## src/rtl/fib_seq_engine.sv

```systemverilog
// fib_seq_engine: computes the n-th term of a two-seed additive recurrence.
// The seeds are the SEED0/SEED1 parameters (mode=0) or the seed_a/seed_b ports (mode=1).
// The engine has a start/busy/done handshake and a sticky overflow flag.
module fib_seq_engine #(
    parameter int unsigned DATA_W = 16,
    parameter int unsigned N_W    = 12,
    parameter int unsigned SEED0  = 1,
    parameter int unsigned SEED1  = 1
) (
    input  logic              clk,
    input  logic              reset,
    input  logic              start,
    input  logic [N_W-1:0]    n_in,
    input  logic              mode,
    input  logic [DATA_W-1:0] seed_a,
    input  logic [DATA_W-1:0] seed_b,
    output logic              busy,
    output logic              done,
    output logic [DATA_W-1:0] result,
    output logic              overflow
);

    typedef enum logic [1:0] {
        S_IDLE,
        S_RUN,
        S_DONE
    } state_t;

    state_t            state;
    logic [DATA_W-1:0] a;
    logic [DATA_W-1:0] b;
    logic [N_W-1:0]    cnt;
    logic [N_W-1:0]    n_lat;
    logic [DATA_W:0]   sum;
    logic [DATA_W-1:0] seed0_sel;
    logic [DATA_W-1:0] seed1_sel;

    // One extra bit on the adder exposes the carry-out for overflow tracking
    always_comb begin
        sum = {1'b0, a} + {1'b0, b};
    end

    // Seed selection; mode only matters on the cycle a start is accepted
    always_comb begin
        seed0_sel = mode ? seed_a : DATA_W'(SEED0);
        seed1_sel = mode ? seed_b : DATA_W'(SEED1);
    end

    // Control FSM with datapath registers and registered handshake outputs
    always_ff @(posedge clk) begin
        if (reset) begin
            state    <= S_IDLE;
            busy     <= 1'b0;
            done     <= 1'b0;
            result   <= '0;
            overflow <= 1'b0;
            a        <= '0;
            b        <= '0;
            cnt      <= '0;
            n_lat    <= '0;
        end else begin
            case (state)
                S_IDLE, S_DONE: begin
                    done <= 1'b0;
                    if (start) begin
                        n_lat    <= n_in;
                        a        <= seed0_sel;
                        b        <= seed1_sel;
                        cnt      <= N_W'(1);
                        overflow <= 1'b0;
                        busy     <= 1'b1;
                        state    <= S_RUN;
                    end else begin
                        busy  <= 1'b0;
                        state <= S_IDLE;
                    end
                end
                S_RUN: begin
                    // cnt stops at n_lat, so it never needs to wrap even for n = 2^N_W-1
                    if (cnt < n_lat) begin
                        a        <= b;
                        b        <= sum[DATA_W-1:0];
                        cnt      <= cnt + N_W'(1);
                        overflow <= overflow | sum[DATA_W];
                    end else begin
                        result <= (n_lat == '0) ? a : b;
                        busy   <= 1'b0;
                        done   <= 1'b1;
                        state  <= S_DONE;
                    end
                end
                default: begin
                    busy  <= 1'b0;
                    done  <= 1'b0;
                    state <= S_IDLE;
                end
            endcase
        end
    end

endmodule

```

## config.mk

```make
export PLATFORM = sky130hd
export DESIGN_NAME = fib_seq_engine
export DESIGN_NICKNAME = d
export VERILOG_FILES = /design/src/rtl/fib_seq_engine.sv
export SDC_FILE = /design/constraint.sdc
export NUM_CORES = 1
export LEC_CHECK = 0
export ABC_AREA = 1
export ABC_CLOCK_PERIOD_IN_PS = 1600
export CORE_ASPECT_RATIO = 0.5
export CORE_UTILIZATION = 27
export DETAILED_ROUTE_END_ITERATION = 8
export PLACE_DENSITY = 0.52
export REMOVE_ABC_BUFFERS = 1
export SLEW_MARGIN = 20
export SYNTH_ARGS = -nofsm -noshare
export SYNTH_HDL_FRONTEND = slang
export SYNTH_SLANG_ARGS = --single-unit
```

## constraint.sdc

```tcl
create_clock -name clk -period 1.6 [get_ports clk]
set_input_delay 0.16 -clock clk [delete_from_list [all_inputs] [get_ports clk]]
set_output_delay 0.16 -clock clk [all_outputs]
set_load 0.01 [all_outputs]
```

# Yosys cells after proc, flatten, opt, wreduce, memory -nomap -nowiden
# Cells that the tools add are included.
# Widths: inputs -> output; s select.
# word_totals
out_inout_bits,19
reg_bits,77
word_cells,49
in_bits,48
# classes
n_reduce_logical,8
bitwise_logic,3
magnitude_cmp,1
n_addsub,2
n_eq_ne,5
n_mux,21
# ops
cell,n
$mux 16,7
$pmux 16 s2,2
$mux 12,2
$pmux 12 s2,1
$add 16x16->17,1
$add 12x1->12 const B,1
$logic_not 12->1,1
$lt 12x12->1,1
$ne 2x2->1 const B,3
$mux 1,5
$pmux 1 s2,2
$pmux 2 s2,1
$reduce_and 2->1,2
$reduce_or 2->1,2
$reduce_and 3->1,1
$eq 2x1->1 const B,1
$eq 2x2->1 const B,1
$logic_not 2->1,1
$mux 2,1
$not 1->1,2
$reduce_bool 2->1,1
$or 1x1->1,1

# Logic depth before layout (Yosys ltp)
# logic_depth
ltp_word,4
depth_mapped,13
mapped_depth_nobuf,13

# Least setup slack after synthesis
# OpenSTA, ideal clock, no wires.
# synth_timing
path_kind,register to register
start,register n_lat[9]
end,register b[11]
path_buffers,1
period_less_slack_ns,1.744
stages_incl_launch_ff,14
setup_slack_ns,-0.144
required_time_ns,1.489
setup_time_ns,0.111
arrival_time_ns,1.633
cell_sequence,dfxtp_1 > inv_1 > ha_1 > nand2_1 > nor2_1 > nand2_1 > nor2_1 > nor2_2 > nand3_4 > nand2_4 > buf_4 > nand2_1 > nor2_1 > nor2_1
# synth_between
elab_chain_len,3
# synth_rtl
element,line,source
start: declaration,33,logic [N_W-1:0] n_lat;
start signal: assignment,66,n_lat <= n_in;
$lt 12x12->1,80,if (cnt < n_lat) begin
$ne 2x2->1 (no line),n/a,
$reduce_and 3->1 (no line),n/a,
end signal: assignment,68,b <= seed1_sel;
end signal: assignment,82,b <= sum[DATA_W-1:0];
end: declaration,31,logic [DATA_W-1:0] b;
# Every way passes these cells.
# A chain may end at the register's enable or synchronous reset.

# Worst setup path in the final report
# layout_timing
start,register n_lat[11]
end,register result[13]
# layout_between
elab_chain_len,3
word_cells_on_any_way,5
classes_between,order compare (1); mux (1); bitwise (1); reduce/logical (2)
# layout_rtl
element,line,source
$lt 12x12->1,80,
$not 1->1 (no line),n/a,
$reduce_and 2->1 (no line),n/a,
end signal: assignment,86,result <= (n_lat == '0) ? a : b;
end: declaration,19,"output logic [DATA_W-1:0] result,"
# Parallel ways exist; a longest one is shown, timed or not.

==> key figures <==
Placed design
  • Placer Congestion: ~0.87
  • Placed cell areas: about 0.0064 mm²
  • Post-DP HPWL: around 11000 µm
  • IO buf count: 66
  • Placed cells: 1127

CTS
  • Clk_lat worst skew: 0.34 ns
  • Clock sinks: 76
  • Max Buffers Root-to-Sink: 2
  • Num CTS Buffers: 9
  • CTS tree: done
  • Clock transition at path regs: 0.06 ns
  • Clock Tree Root: clkbuf_16
  • Htree depth: 3
  • CTS Hold Bufs: 0

Timing
  • Fmax: around 0.54 GHz
  • Slew Viols, Final: 0
  • Crit share post-route: 116%
  • RSZ-0062 raised after global routing: yes
  • Hold Fails Final Rpt: 0
  • Final setup viols: 63
  • Final setup margin: -0.257 ns
  • Final hold slack: 0.451 ns
  • Final critical-path required period: 1.86 ns
  • Max_slew headroom: 73.3%
  • Final Skew: 0.00647 ns
  • Worst Max-Slew Pin Slew: 0.401 ns

Synthesis
  • Cell count after synthesis: 768
  • FFs w/ async S/R, synth: 0%
  • Post-synth top cells: 207 x nand2_1, 148 x nor2_1, 76 x dfxtp_1, 66 x inv_1, 56 x nand3_1
  • Most common cell in the netlist: nand2_1
  • EDFF count, synth: 0
  • Ys flop type: dfxtp_1
  • Cell accounting for the most synthesized area: dfxtp_1
  • Cell Area, Synth: 0.00486 mm²
  • Average size of a mapped cell: 6.33 µm²
  • Synthesis Warnings: 0
  • Flops & latches, synth: 76
  • Synth top area share: 31.3%
  • Library cells used by synthesis: 34
  • Synth top area cells: dfxtp_1 31%, nand2_1 16%, nor2_1 11%, ha_1 7.2%, nand3_1 5.8%
  • Seq/Total Area, Yosys: 31.3%

Routing
  • Drt drc: 0
  • Post-route antenna net violation count: 0
  • WL met1: slightly below 8000 µm
  • Via count: approximately 5200
  • Met3 Wirelength: 600 µm
  • Drt pass-1 iters: 4
  • Routed wire length: approximately 15000 µm
  • Routed WL per cell: 13.4 µm
  • Met2 WL: about 7000 µm
  • Top layer in use: met4
  • DRT iter0 DRCs: 195
  • Vias/cell: roughly 4.5

Critical path
  • Delay-heaviest family, CP: simple AND/OR/NAND/NOR gates
  • CP cell instances: inv_2 > ha_4 > nand2_4 > nor2_4 > nand2_4 > nor2_4 > nor2_4 > buf_6 > nand2_8 > nand2_8 > buf_6 > o21ai_2 > nor2_1
  • Worst path slowest cell: dfxtp_2
  • FF-to-FF path depth: 13
  • Most used cell along the critical path: nor2_4
  • Startpoint types: flop
  • Crit path largest cell delay: 0.33 ns
  • CP endpoint kind: flop
  • FF-to-FF End: result[13]
  • R2r startpoint: n_lat[11]
  • Reg-to-reg setup timing slack: -0.26 ns
  • Critical Path RT: 1.83 ns
  • Max FO, Critical Path: 6
  • Setup CP Type: flop to flop
  • Worst EP arrival: 2.09 ns
  • Bufs and invs on worst path: 3

Power and ir drop
  • Pwr Density: 894 mW/mm²
  • Clock power share: 33.8%
  • Switching power total: 2.14 mW
  • Combinational share of power: roughly 33%
  • Internal power: 4.42 mW
  • Static leakage: approximately 3.3 nW
  • Switching portion of total power: approximately a third
  • Worst VDD drop: 520 µV
  • Sequential share of power: between 30% and 40%

Cells and area
  • Cell area after layout: 0.00733 mm²
  • Fillers: 1792
  • Nets: 993
  • Fin cells: between 1000 and 1500
  • Core Util, Final: 41.9%
  • Layout cell share with drive strength beyond 1: 23.9%
  • Number of diodes: 0
  • Area growth from synthesis to layout: 51.0%

GRT
  • Global-route wire length before repair: 25400 µm
  • Largest net degree at the start of global routing: 65
  • GRT Overall Usage: 17.2%
  • Via count of the first global-routing pass: 5133
  • Antenna violations before repair: 0
  • Congestion Overflow GR: 0

Job
  • MaxCap Viol Count: 0

Floorplanning
  • Rows: 34
  • Starting Density: between 20% and 30%
  • CORE AREA: around 0.017 mm²
  • Die Y: roughly 97 µm
  • Die ar.: 0.0186 mm²
  • IO Count: 67
  • Chip Width: 192 µm

Status
  • Status: finished with violations
  • Failing checks: setup timing

Worst hold path
  • Hold Crit Depth: 3
  • Min-delay src: n_in[1]
  • End of the worst hold path: n_lat[1]
  • Min-delay worst type: input port to flop
[logic make-up after synthesis]
kind of cell / count (synthesis) / share of synthesized area, %
AO/OA/AOI/OAI: 114 / 12.4
XOR/XNOR: 8 / 1.44
adder cells (fa/ha/maj): 29 / 7.62
buffers and inverters: 104 / 9.71
flip-flops: 76 / 31.3
AND/OR/NAND/NOR: 437 / 37.5
[tightest hold or removal path, delay by kind of cell]
| family | cells | cell delay (ns) |
|---|---|---|
| compound gates | 2 | 0.19 |
| buf+inv | 1 | 0.39 |
[area by class of cell]
cell class              instances  area [µm²]  area share (%)
clock buffers                   9         225            3.07
clock inverters                 7        91.3            1.25
inverters                      72         300            4.09
multi-input cells             589        3270            44.5
flip-flops and latches         76        1530            20.9
well taps                     234         293            3.99
repair buffers                168        1630            22.2
[registers in the layout (all words and copies together), names as in the netlist]
name      cells
n_lat        12
result       16
b            16
overflow      1
state         2
a            16
cnt          12
done          1
[through the flow]
stage,TNS [ns],total power [mW],worst slack (ns)
3_5_place_dp,-15.51,4.01,-0.321
2_1_floorplan,-19.50,3.15,-0.479
5_1_grt,-20.45,6.95,-0.357
4_1_cts,-13.28,6.52,-0.287
6_report,-13.65,6.56,-0.257
3_3_place_gp,-13.58,4.00,-0.271
[layer usage]
| metal | track usage (%) | up-vias |
|---|---|---|
| li1 | - | 2754 |
| met4 | 3.30 | 0 |
| met5 | 0 | - |
| met1 | 23.2 | 2406 |
| met3 | 3.41 | 8 |
| met2 | 28.4 | 76 |
[worst max path at each step]
stage / startpoint / to / slack [ns] / cells after the start
2_1_floorplan: state[0] / a[0] / -0.48 / 8
5_1_grt: n_lat[11] / result[3] / -0.36 / 13
3_5_place_dp: n_lat[11] / result[14] / -0.32 / 12
3_3_place_gp: n_lat[7] / result[0] / -0.27 / 12
4_1_cts: n_lat[9] / result[13] / -0.29 / 13
6_report: n_lat[11] / result[13] / -0.26 / 13
[layout by cell type, fill, tap and decap left out, drive strengths merged]
cell | Yosys | final
nand4 | 2 | 2
dfxtp | 76 | 76
and2 | 3 | 3
inv | 70 | 70
nor3b | 1 | 1
or2 | 1 | 1
nor2 | 150 | 150
fa | 1 | 1
xnor2 | 1 | 1
nand2 | 212 | 213
nor3 | 3 | 3
ha | 28 | 28
clkbuf | 13 | 10
a22o | 7 | 7
a21oi | 39 | 39
a211oi | 1 | 1
bufinv | 0 | 2
clkdlybuf4s50 | 0 | 66
nand3b | 7 | 7
o22ai | 2 | 2
clkinvlp | 0 | 1
buf | 19 | 101
nand3 | 57 | 57
nor4 | 1 | 1
clkinv | 2 | 6
o21ai | 65 | 65
xor2 | 7 | 7
[power groups by stage]
stage	Combinational (mW)	Sequential [mW]	Clock [mW]
finish	2.19	2.15	2.22
global route	2.42	2.17	2.37
CTS	2.10	2.15	2.27
floorplan	0.960	2.19	0
global placement	1.82	2.18	0
detailed placement	1.83	2.18	0
[what timing repair did]
action	CTS	global route
setup buffers	6	0
gates resized for setup	93	47
endpoints found under the setup margin	64	64
pin swaps	13	22
cloned	5	1
Note: power is estimated with default switching activity, not from simulation.
